`src/rtl/mem_access_unit_pkg.sv`:
```
// Shared types and decode helpers for the memory-access pipeline stage.
// Op codes match the dataCacheControl encoding carried down from the ALU stage.
package mem_access_unit_pkg;

  typedef enum logic [3:0] {
    MEM_NONE = 4'd0,
    MEM_LB   = 4'd1,
    MEM_LH   = 4'd2,
    MEM_LW   = 4'd3,
    MEM_LBU  = 4'd4,
    MEM_LHU  = 4'd5,
    MEM_SB   = 4'd6,
    MEM_SH   = 4'd7,
    MEM_SW   = 4'd8
  } mem_op_e;

  typedef enum logic {
    ST_IDLE = 1'b0,
    ST_BUSY = 1'b1
  } state_e;

  // Unused codes collapse to MEM_NONE so they behave as ordinary ALU ops.
  function automatic mem_op_e decode_op(input logic [3:0] code);
    case (code)
      4'd1:    return MEM_LB;
      4'd2:    return MEM_LH;
      4'd3:    return MEM_LW;
      4'd4:    return MEM_LBU;
      4'd5:    return MEM_LHU;
      4'd6:    return MEM_SB;
      4'd7:    return MEM_SH;
      4'd8:    return MEM_SW;
      default: return MEM_NONE;
    endcase
  endfunction

  function automatic logic is_store(input mem_op_e op);
    return op inside {MEM_SB, MEM_SH, MEM_SW};
  endfunction

  function automatic logic is_aligned(input mem_op_e op, input logic [1:0] lane);
    case (op)
      MEM_LH, MEM_LHU, MEM_SH: return ~lane[0];
      MEM_LW, MEM_SW:          return lane == 2'b00;
      default:                 return 1'b1;
    endcase
  endfunction

endpackage

```
`src/rtl/mem_load_align.sv`:
```
// Selects the addressed byte/halfword of a read word and sign- or zero-extends it.
module mem_load_align
  import mem_access_unit_pkg::*;
(
  input  mem_op_e     op,
  input  logic [1:0]  lane,
  input  logic [31:0] mem_rdata,
  output logic [31:0] load_data
);

  logic [7:0]  byte_sel;
  logic [15:0] half_sel;

  always_comb begin
    case (lane)
      2'd0:    byte_sel = mem_rdata[7:0];
      2'd1:    byte_sel = mem_rdata[15:8];
      2'd2:    byte_sel = mem_rdata[23:16];
      default: byte_sel = mem_rdata[31:24];
    endcase
    half_sel = lane[1] ? mem_rdata[31:16] : mem_rdata[15:0];

    case (op)
      MEM_LB:  load_data = {{24{byte_sel[7]}}, byte_sel};
      MEM_LBU: load_data = {24'd0, byte_sel};
      MEM_LH:  load_data = {{16{half_sel[15]}}, half_sel};
      MEM_LHU: load_data = {16'd0, half_sel};
      default: load_data = mem_rdata;
    endcase
  end

endmodule

```
`src/rtl/mem_access_unit.sv`:
```
// Memory stage: runs loads/stores over a req/ack port, stalls upstream while busy,
// and registers the write-back bundle for the WB stage.
module mem_access_unit
  import mem_access_unit_pkg::*;
#(
  parameter int unsigned TIMEOUT_CYCLES = 255
) (
  input  logic        clk,
  input  logic        rst,
  input  logic        inValid,
  input  logic [31:0] aluResult,
  input  logic [31:0] storeData,
  input  logic [3:0]  dataCacheControl,
  input  logic        writeEnableIn,
  input  logic [4:0]  writeBackAddrIn,
  output logic        stall,
  output logic        memReq,
  output logic        memWe,
  output logic [31:0] memAddr,
  output logic [31:0] memWdata,
  output logic [3:0]  memByteEn,
  input  logic        memAck,
  input  logic [31:0] memRdata,
  output logic        validOut,
  output logic        writeEnableOut,
  output logic [4:0]  writeBackAddrOut,
  output logic [31:0] writeBackData,
  output logic        misaligned,
  output logic        busError
);

  localparam int CW = (TIMEOUT_CYCLES > 1) ? $clog2(TIMEOUT_CYCLES + 1) : 1;
  // The timeout fires in the BUSY cycle that would bring the count up to TIMEOUT_CYCLES.
  localparam logic [CW-1:0] CNT_LIMIT = CW'((TIMEOUT_CYCLES == 0) ? 0 : TIMEOUT_CYCLES - 1);

  state_e          state_q, state_d;
  logic [CW-1:0]   cnt_q, cnt_d;
  mem_op_e         op_q, op_d;
  logic [1:0]      lane_q, lane_d;
  logic [4:0]      rd_q, rd_d;
  logic            rd_we_q, rd_we_d;
  logic            mem_req_q, mem_req_d;
  logic            mem_we_q, mem_we_d;
  logic [31:0]     mem_addr_q, mem_addr_d;
  logic [31:0]     mem_wdata_q, mem_wdata_d;
  logic [3:0]      mem_be_q, mem_be_d;
  logic            valid_q, valid_d;
  logic            wen_q, wen_d;
  logic [4:0]      wb_addr_q, wb_addr_d;
  logic [31:0]     wb_data_q, wb_data_d;
  logic            misaligned_q, misaligned_d;
  logic            bus_error_q, bus_error_d;
  logic            stall_c;
  logic            timeout_hit;
  mem_op_e         op_in;
  logic [1:0]      lane_in;
  logic [31:0]     load_data;

  mem_load_align u_load_align (
    .op        (op_q),
    .lane      (lane_q),
    .mem_rdata (memRdata),
    .load_data (load_data)
  );

  assign op_in       = decode_op(dataCacheControl);
  assign lane_in     = aluResult[1:0];
  assign timeout_hit = (TIMEOUT_CYCLES != 0) && (cnt_q == CNT_LIMIT);

  // NOTE: every always_comb output gets a default first, so no path can infer a latch.
  always_comb begin
    state_d      = state_q;
    cnt_d        = cnt_q;
    op_d         = op_q;
    lane_d       = lane_q;
    rd_d         = rd_q;
    rd_we_d      = rd_we_q;
    mem_req_d    = mem_req_q;
    mem_we_d     = mem_we_q;
    mem_addr_d   = mem_addr_q;
    mem_wdata_d  = mem_wdata_q;
    mem_be_d     = mem_be_q;
    valid_d      = 1'b0;
    wen_d        = 1'b0;
    wb_addr_d    = wb_addr_q;
    wb_data_d    = wb_data_q;
    misaligned_d = 1'b0;
    bus_error_d  = 1'b0;
    stall_c      = 1'b0;

    case (state_q)
      ST_IDLE: begin
        wb_addr_d = writeBackAddrIn;
        wb_data_d = aluResult;
        if (inValid && op_in != MEM_NONE) begin
          if (is_aligned(op_in, lane_in)) begin
            stall_c     = 1'b1;
            state_d     = ST_BUSY;
            cnt_d       = '0;
            op_d        = op_in;
            lane_d      = lane_in;
            rd_d        = writeBackAddrIn;
            rd_we_d     = writeEnableIn;
            mem_req_d   = 1'b1;
            mem_we_d    = is_store(op_in);
            mem_addr_d  = {aluResult[31:2], 2'b00};
            case (op_in)
              MEM_SB: begin
                mem_wdata_d = {4{storeData[7:0]}};
                mem_be_d    = 4'b0001 << lane_in;
              end
              MEM_SH: begin
                mem_wdata_d = {2{storeData[15:0]}};
                mem_be_d    = 4'b0011 << lane_in;
              end
              MEM_SW: begin
                mem_wdata_d = storeData;
                mem_be_d    = 4'b1111;
              end
              default: begin
                mem_wdata_d = '0;
                mem_be_d    = 4'b1111;
              end
            endcase
          end else begin
            misaligned_d = 1'b1;
            valid_d      = 1'b1;
          end
        end else begin
          valid_d = inValid;
          wen_d   = inValid & writeEnableIn;
        end
      end

      ST_BUSY: begin
        stall_c = ~memAck;
        if (memAck) begin
          state_d   = ST_IDLE;
          mem_req_d = 1'b0;
          mem_we_d  = 1'b0;
          valid_d   = 1'b1;
          wen_d     = rd_we_q & ~is_store(op_q);
          wb_addr_d = rd_q;
          wb_data_d = load_data;
        end else if (timeout_hit) begin
          stall_c     = 1'b0;
          state_d     = ST_IDLE;
          cnt_d       = cnt_q + CW'(1);
          mem_req_d   = 1'b0;
          mem_we_d    = 1'b0;
          valid_d     = 1'b1;
          bus_error_d = 1'b1;
          wb_addr_d   = rd_q;
          wb_data_d   = '0;
        end else begin
          cnt_d = cnt_q + CW'(1);
        end
      end

      default: state_d = ST_IDLE;
    endcase
  end

  // NOTE: sequential state uses non-blocking assignments so all flops update together.
  always_ff @(posedge clk) begin
    if (rst) begin
      state_q      <= ST_IDLE;
      cnt_q        <= '0;
      op_q         <= MEM_NONE;
      lane_q       <= '0;
      rd_q         <= '0;
      rd_we_q      <= 1'b0;
      mem_req_q    <= 1'b0;
      mem_we_q     <= 1'b0;
      mem_addr_q   <= '0;
      mem_wdata_q  <= '0;
      mem_be_q     <= '0;
      valid_q      <= 1'b0;
      wen_q        <= 1'b0;
      wb_addr_q    <= '0;
      wb_data_q    <= '0;
      misaligned_q <= 1'b0;
      bus_error_q  <= 1'b0;
    end else begin
      state_q      <= state_d;
      cnt_q        <= cnt_d;
      op_q         <= op_d;
      lane_q       <= lane_d;
      rd_q         <= rd_d;
      rd_we_q      <= rd_we_d;
      mem_req_q    <= mem_req_d;
      mem_we_q     <= mem_we_d;
      mem_addr_q   <= mem_addr_d;
      mem_wdata_q  <= mem_wdata_d;
      mem_be_q     <= mem_be_d;
      valid_q      <= valid_d;
      wen_q        <= wen_d;
      wb_addr_q    <= wb_addr_d;
      wb_data_q    <= wb_data_d;
      misaligned_q <= misaligned_d;
      bus_error_q  <= bus_error_d;
    end
  end

  assign stall            = stall_c & ~rst;
  assign memReq           = mem_req_q;
  assign memWe            = mem_we_q;
  assign memAddr          = mem_addr_q;
  assign memWdata         = mem_wdata_q;
  assign memByteEn        = mem_be_q;
  assign validOut         = valid_q;
  assign writeEnableOut   = wen_q;
  assign writeBackAddrOut = wb_addr_q;
  assign writeBackData    = wb_data_q;
  assign misaligned       = misaligned_q;
  assign busError         = bus_error_q;

endmodule

```
`config.mk`:
```
export PLATFORM = sky130hd
export DESIGN_NAME = mem_access_unit
export DESIGN_NICKNAME = d
export VERILOG_FILES = /design/src/rtl/mem_access_unit_pkg.sv /design/src/rtl/mem_load_align.sv /design/src/rtl/mem_access_unit.sv
export SDC_FILE = /design/constraint.sdc
export NUM_CORES = 1
export LEC_CHECK = 0
export ABC_AREA = 1
export CORE_ASPECT_RATIO = 1.75
export CORE_MARGIN = 8
export CORE_UTILIZATION = 47
export CTS_BUF_LIST = sky130_fd_sc_hd__clkbuf_2 sky130_fd_sc_hd__clkbuf_4 sky130_fd_sc_hd__clkbuf_8
export CTS_CLUSTER_DIAMETER = 30
export CTS_CLUSTER_SIZE = 30
export DETAILED_ROUTE_END_ITERATION = 6
export GPL_ROUTABILITY_DRIVEN = 1
export PLACE_DENSITY = 0.89
export SLEW_MARGIN = 10
export SYNTH_ARGS = -nofsm -noshare
export SYNTH_HDL_FRONTEND = slang
export SYNTH_HIERARCHICAL = 1
export SYNTH_SLANG_ARGS = --single-unit
```
`constraint.sdc`:
```
create_clock -name clk -period 2.7 [get_ports clk]
set_clock_uncertainty 0.2 [all_clocks]
set_input_delay 0.675 -clock clk [delete_from_list [all_inputs] [get_ports clk]]
set_output_delay 0.675 -clock clk [all_outputs]
set_load 0.01 [all_outputs]
```
==> results by group, run 1 <==
Clock tree
  • Clock transition at path regs: about 0.07 ns
  • Cts bufs inserted: 17
  • Deepest clock path buffer count: 2
  • Worst skew pair latency: 0.42 ns
  • CTS tree: yes
  • Clock sink count: 130
  • Hold bufs inserted after CTS: 0
  • Root Driver: clkbuf_8
  • H-Tree Depth: 4

STA
  • Final Hold Viols: 0
  • Worst setup margin: 0.06085 ns
  • Final Max Slew Viols: 0
  • Max_slew headroom: about 42%
  • Setup TNS: 0 ns
  • Max Freq: about 0.38 GHz
  • Final cycle utilization of the critical path: 97.75%
  • Worst-Margin Slew: 0.8694 ns
  • Endpoints failing setup: 0
  • Minimum clock period after layout: 2.639 ns

Critical path
  • Cell family with most CP delay: buffers and inverters
  • WP data required: ~1.8 ns
  • Critical Path Max Stage Delay: between 0.2 and 0.25 ns
  • Crit path cell chain: clkdlybuf4s15_2, inv_2, nand2_1, nor2_4, inv_2, a21boi_4, nand2_4, a21oi_4, buf_6
  • CP bufs+invs: 4
  • Crit. End Element: output pin
  • Worst r2r path cells: 8
  • Reg-to-reg slack, setup: between 0.5 and 0.6 ns
  • CP Launch Type: input port
  • Slowest CP cell: clkdlybuf4s15_2
  • Worst reg2reg startpoint: state_q$_SDFF_PP0_
  • Arrival @ worst endpoint: 1.76 ns
  • Worst reg2reg path endpoint: cnt_q[7]$_SDFFE_PP0P_
  • CP Class: input port to output pin
  • Crit path max fanout: 5
  • Most frequent CP cell: inv_2

Drt
  • Vias per cell: 5.413
  • Detailed Route Iter0 Violations: between 400 and 500
  • DR vias: 7,567
  • Final ANT Viol Nets: 0
  • Post-route DRC violation count: 0
  • DRT Pass-1 Iters: 5
  • Post-Route WL: 24,140 um
  • Drt wl/cell: 17.27 um

Hold path
  • Hold depth: 2
  • HP Class: flip-flop to flip-flop
  • Worst Hold End: rd_q[2]$_SDFFE_PP0P_
  • Hold_sp: rd_q[2]$_SDFFE_PP0P_

Placed design
  • Pre-CTS setup slack: -0.7268 ns
  • Placed Cells: 1,362
  • Gpl congestion: about 0.95
  • Input/output buffers: 219
  • Post-DP HPWL: between 15,000 and 20,000 um

Pwr
  • Maximum VDD drop: 0.3262 mV
  • Pwr Density: 489.3 mW/mm^2
  • P_leak: between 3 and 4 nW

Global routing
  • GRT overflow: 0
  • Grt met1 use: about 26%
  • Global-route wire length before repair: 37,500 um
  • Initial antenna violation count: 0
  • Met2 GRT Util: 45.20%
  • Vias in the first global route: 7,427
  • M3 GR Usage: 6.269%
  • Global-route usage over all layers: between 20% and 30%
  • Busiest grt layer: met2
  • Largest net degree at the start of global routing: 119

Synth
  • YS warnings: 6
  • Netlist Area Pre-Place: 0.006574 mm^2
  • Seq/Total Area, Yosys: 39.59%
  • Yosys top cell by area: dfxtp_1
  • Mapped Avg Cell Area: around 6.6 um^2
  • Synthesized instance count: 989
  • #FFs+latches synth: 130
  • Synth top area share: approximately two fifths
  • Cell variety after synth: 36
  • Area contributors post-synth: dfxtp_1 (40%), nand2_1 (20%), a21oi_1 (7.6%)

Final layout
  • Final std cells w/o fill: 1,398
  • Layout cells sized above 1: 11.30%
  • Layout Nets: 1,320
  • # diodes: 0
  • Area growth syn-to-layout: 44.39%

Status
  • Status: finished clean

Floorplan
  • DIE HEIGHT: 172.5 um
  • Row cnt: 57
  • Core area: approximately 0.014 mm^2
  • Top Ports: 222
  • Die area: 0.01818 mm^2
  • Initial Util: a little under half
  • Die span in x: 105.4 um

Flow run
  • # Max-Cap Violations: 0
## flip-flops by register name, summed over array words and instances, names as in the netlist
register / cells
rd_q: 5
memByteEn: 4
state_q: 1
memAddr: 30
rd_we_q: 1
writeBackAddrOut: 5
misaligned: 1
memWe: 1
memWdata: 32
cnt_q: 8
validOut: 1
op_q: 4
writeBackData: 32
memReq: 1
writeEnableOut: 1
busError: 1
lane_q: 2
## per-stage QoR
step	total power (W)	cell area, um^2	util (%)	hold slack (ns)
finish	0.004645	9492	68.96	0.2630
floorplan	0.002574	6608	-	0.2402
global placement	0.003080	9064	65.85	0.2483
detailed placement	0.003092	9064	65.85	0.2535
CTS	0.004678	9484	68.90	0.2650
global route	0.004849	9492	68.96	0.2758
## cell type report
class                           count  area, um^2
Multi-Input combinational cell    741        3508
Fill cell                        1180        4273
Clock buffer                       18       241.5
Clock inverter                     14       131.4
Inverter                           51       191.4
Timing Repair Buffer              267        2594
Sequential cell                   130        2604
Tap cell                          177       221.5
## cell families after synthesis
| family | Yosys count | share of synthesized area, % |
|---|---|---|
| xor+xnor | 2 | 0.2665 |
| simple gates | 557 | 37.02 |
| flops | 130 | 39.59 |
| other cells | 1 | 0.05704 |
| fa+ha+maj | 2 | 0.3806 |
| buf+inv | 119 | 8.108 |
| compound gates | 178 | 14.58 |
## timing repair
action / 4_1_cts / 5_1_grt
pin swaps: 5 / 6
buffers inserted: 3 / 1
gates resized for setup: 22 / 9
endpoints found under the setup margin: 9 / 2
## cells in the mapped netlist
cell	n
buf_6	3
buf_1	1
nand4_1	10
nor2_4	1
nand2_1	346
nor3_1	3
ha_1	2
a21oi_1	100
a21boi_2	1
o21bai_1	2
nand2_2	3
nand3_2	22
xor2_1	1
a31oi_1	37
conb_1	1
buf_4	10
or2_1	1
nor2_2	2
o21ai_1	2
dfxtp_1	130
clkinv_1	1
xnor2_1	1
inv_1	41
and3_1	1
o21ai_0	33
nand3b_1	1
o21a_2	1
nor2_1	67
inv_2	9
clkbuf_1	33
nand3b_4	1
nor3b_1	3
o2111ai_1	1
a22oi_1	1
buf_2	21
nand3_1	96
## layer usage
layer	share of wire, %	up-vias
met5	0	-
met3	6.0	98
li1	-	3688
met2	51	313
met4	7.2	0
met1	36	3468
## report_power, final
part | switching (W) | leakage (nW) | total [W] | internal (W)
combinational | 0.000526 | 2.63 | 0.000994 | 0.000469
clock | 0.000838 | 0.179 | 0.00159 | 0.000747
sequential | 0.0000526 | 1.06 | 0.00207 | 0.00201
total | 0.00142 | 3.87 | 0.00464 | 0.00323
## cell usage in the layout (no fill, tap or decap), types with 2 or more instances in the layout
| master | Yosys | layout |
|---|---|---|
| nor2_1 | 67 | 64 |
| buf_12 | 0 | 4 |
| nor3b_1 | 3 | 3 |
| o21ai_1 | 2 | 2 |
| nand2_1 | 346 | 341 |
| o21ai_0 | 33 | 33 |
| clkinv_2 | 0 | 2 |
| nand2_4 | 0 | 2 |
| o21bai_1 | 2 | 2 |
| nor2_4 | 1 | 3 |
| conb_1 | 1 | 2 |
| nand4_1 | 10 | 10 |
| inv_2 | 9 | 12 |
| clkdlybuf4s50_1 | 0 | 211 |
| a31oi_1 | 37 | 37 |
| clkinv_4 | 0 | 4 |
| inv_6 | 0 | 3 |
| inv_1 | 41 | 38 |
| nor3_1 | 3 | 3 |
| clkbuf_8 | 0 | 17 |
| nand3_1 | 96 | 96 |
| dfxtp_1 | 130 | 129 |
| nor2_2 | 2 | 3 |
| nand3_2 | 22 | 21 |
| clkbuf_2 | 0 | 2 |
| nand2_2 | 3 | 6 |
| clkinvlp_4 | 0 | 4 |
| buf_4 | 10 | 45 |
| ha_1 | 2 | 2 |
| a21oi_1 | 100 | 99 |
## how the worst max path moves through the flow
stage | from | endpoint | slack (ns) | depth (start not counted)
4_1_cts | dataCacheControl[2] | stall | 0.01 | 9
2_1_floorplan | dataCacheControl[2] | stall | 0.03 | 10
5_1_grt | dataCacheControl[1] | stall | -0.002 | 9
6_report | dataCacheControl[1] | stall | 0.06 | 9
3_5_place_dp | dataCacheControl[1] | stall | -0.73 | 10
3_3_place_gp | dataCacheControl[1] | stall | -0.73 | 10
## tightest hold or removal path, cell delays in order (launching register included)
cell and delay (ns):
dfxtp_1 0.31, nand2_1 0.06, a21oi_1 0.05
Note: power is estimated with default switching activity, not from simulation.
==> inputs of run 2 (changes only) <==
--- a/config.mk
+++ b/config.mk
@@ -14,6 +14,7 @@
 export CTS_CLUSTER_SIZE = 30
 export DETAILED_ROUTE_END_ITERATION = 6
 export GPL_ROUTABILITY_DRIVEN = 1
+export MAX_ROUTING_LAYER = met4
 export PLACE_DENSITY = 0.89
 export SLEW_MARGIN = 10
 export SYNTH_ARGS = -nofsm -noshare
==> run 2 against run 1 <==
Global-route usage grew 1.7 points. Sequential share of layout area is essentially flat. Core utilization is essentially flat. Flip-flop and latch count is the same. Sequential power is essentially flat. Fmax grew 1.5%. Critical path depth shrank 2. Non-clock buffer count shrank 4. Hold slack gained 0.0011 ns. Critical endpoint unchanged. Largest cell class unchanged.
==> results by group, run 2 (synthesized netlist as in run 1, its figures left out) <==
Status
  • Status: finished clean

Drt
  • Drt wl/cell: approximately 18 um
  • DRT Pass-1 Iters: 6
  • Post-route DRC violation count: 0
  • Detailed Route Iter0 Violations: 453
  • DR vias: 7,589
  • Vias per cell: 5.444
  • Post-Route WL: 24,640 um
  • Final ANT Viol Nets: 0

Flow run
  • # Max-Cap Violations: 0

Hold path
  • HP Class: flip-flop to flip-flop

Critical path
  • WP data required: 1.82 ns
  • Crit. End Element: output pin
  • Slowest CP cell: clkdlybuf4s50_1
  • Arrival @ worst endpoint: about 1.7 ns
  • CP Launch Type: input port
  • CP Class: input port to output pin
  • Crit path cell chain: clkdlybuf4s50_1, nor2_1, inv_2, nand3_4, nand2_4, a21oi_4, buf_6
  • Cell family with most CP delay: buffers and inverters
  • CP bufs+invs: 3
  • Crit path max fanout: 2
  • Critical Path Max Stage Delay: 0.41 ns

Final layout
  • # diodes: 0
  • Area growth syn-to-layout: 44.42%
  • Most frequent cells in the layout: nand2_1 (341), clkdlybuf4s50_1 (211), dfxtp_1 (130)
  • Layout cells sized above 1: 11.01%
  • # fillers: 1,177
  • Layout Nets: ~1.3k
  • Commonest non-fill, non-tap cell in the layout: nand2_1
  • Cell area after layout: 0.009494 mm^2

Clock tree
  • Deepest clock path buffer count: 2
  • Worst skew pair latency: 0.42 ns
  • H-Tree Depth: 4
  • Clock transition at path regs: 0.09 ns
  • Cts bufs inserted: 17
  • Clock sink count: 130
  • CTS tree: yes
  • Root Driver: clkbuf_8

Global routing
  • GRT overflow: 0
  • Global-route wire length before repair: approximately 39,000 um
  • Global-route usage over all layers: between 20 and 30%
  • Largest net degree at the start of global routing: 79
  • Initial antenna violation count: 0
  • Vias in the first global route: 7,452

STA
  • Final Hold Viols: 0
  • Minimum clock period after layout: 2.599 ns
  • Setup TNS: 0 ns
  • Final Max Slew Viols: 0
  • Endpoints failing setup: 0
  • Max Freq: 0.3848 GHz
  • Final cycle utilization of the critical path: 96.26%
  • RSZ-0062 raised after global routing: false
  • Worst-Margin Slew: 0.8622 ns
  • Max_slew headroom: a little over two fifths

Pwr
  • Pwr Density: 510.8 mW/mm^2
  • Maximum VDD drop: about 0.40 mV
  • P_leak: 3.876 nW

Floorplan
  • Top Ports: ~220
  • Row cnt: 57
  • Core area: 0.01376 mm^2
  • DIE HEIGHT: 172.5 um
  • Die area: around 0.018 mm^2
  • Initial Util: a little under half
  • Die span in x: 105.4 um

Placed design
  • Dpl cell area: 0.009036 mm^2
  • Input/output buffers: 219
  • Gpl congestion: 0.9406
  • Post-DP HPWL: 17,870 um
## run 2: changes by cell type in the layout (fill, tap and decap cells not counted), sizes merged
cell	before	now
clkdlybuf4s15	2	0
clkinvlp	4	2
buf	50	46
clkbuf	20	22
bufinv	1	3
## run 2: final timing paths
kind | startpoint | end | slack [ns] | cells past startpoint
hold reg to reg | memWdata[31]$_SDFFE_PP0P_ | memWdata[31]$_SDFFE_PP0P_ | 0.26 | 2
setup / recovery | aluResult[1] | stall | 0.10 | 7
hold / removal | memWdata[31]$_SDFFE_PP0P_ | memWdata[31]$_SDFFE_PP0P_ | 0.26 | 2
setup reg to reg | state_q$_SDFF_PP0_ | memWdata[20]$_SDFFE_PP0P_ | 0.47 | 6
## run 2: tightest hold or removal path: cells and delay by family, from the launching register on
kind             cells  cell delay, ns
AO/OA/AOI/OAI        1            0.05
flip-flops           1            0.32
AND/OR/NAND/NOR      1            0.06
## run 2: area by class of cell
| cell class | count | area, um^2 | area share [%] |
|---|---|---|---|
| flip-flops and latches | 130 | 2603 | 27.41 |
| clock buffers | 18 | 241.5 | 2.543 |
| inverters | 51 | 191.4 | 2.016 |
| clock inverters | 14 | 180.2 | 1.898 |
| repair buffers | 263 | 2547 | 26.83 |
| multi-input cells | 741 | 3510 | 36.97 |
| well taps | 177 | 221.5 | 2.333 |
## run 2: layer usage
metal,up-vias,wire [um],global-route usage [%]
met5,-,0,-
met4,0,1303,17.48
met3,68,1293,4.403
met2,335,13010,48.01
met1,3505,9033,28.05
li1,3681,-,-
## run 2: repair_timing
| item | 4_1_cts | 5_1_grt |
|---|---|---|
| setup endpoints to repair | 9 | 7 |
| resized for setup | 20 | 13 |
| pin swaps | 7 | 9 |
| setup buffers | 2 | 0 |
| hold buffers | 0 | 0 |
## run 2: power by group
part / leakage [nW] / internal (W) / switching (W)
Clock: 0.208 / 0.000938 / 0.000848
Combinational: 2.60 / 0.000465 / 0.000529
Sequential: 1.06 / 0.00201 / 0.0000560
## run 2: metrics by stage
stage | util [%] | worst slack [ns] | power (W) | hold WS (ns) | std cells
detailed placement | 65.65 | -0.7392 | 0.003089 | 0.2528 | 1360
CTS | 69.00 | 0.007520 | 0.004866 | 0.2641 | 1394
global route | 68.98 | 0.02384 | 0.005050 | 0.2816 | 1394
global placement | 65.65 | -0.7358 | 0.003078 | 0.2477 | 1360
floorplan | - | 0.03201 | 0.002574 | 0.2402 | 990
finish | 68.98 | 0.1009 | 0.004849 | 0.2641 | 1394
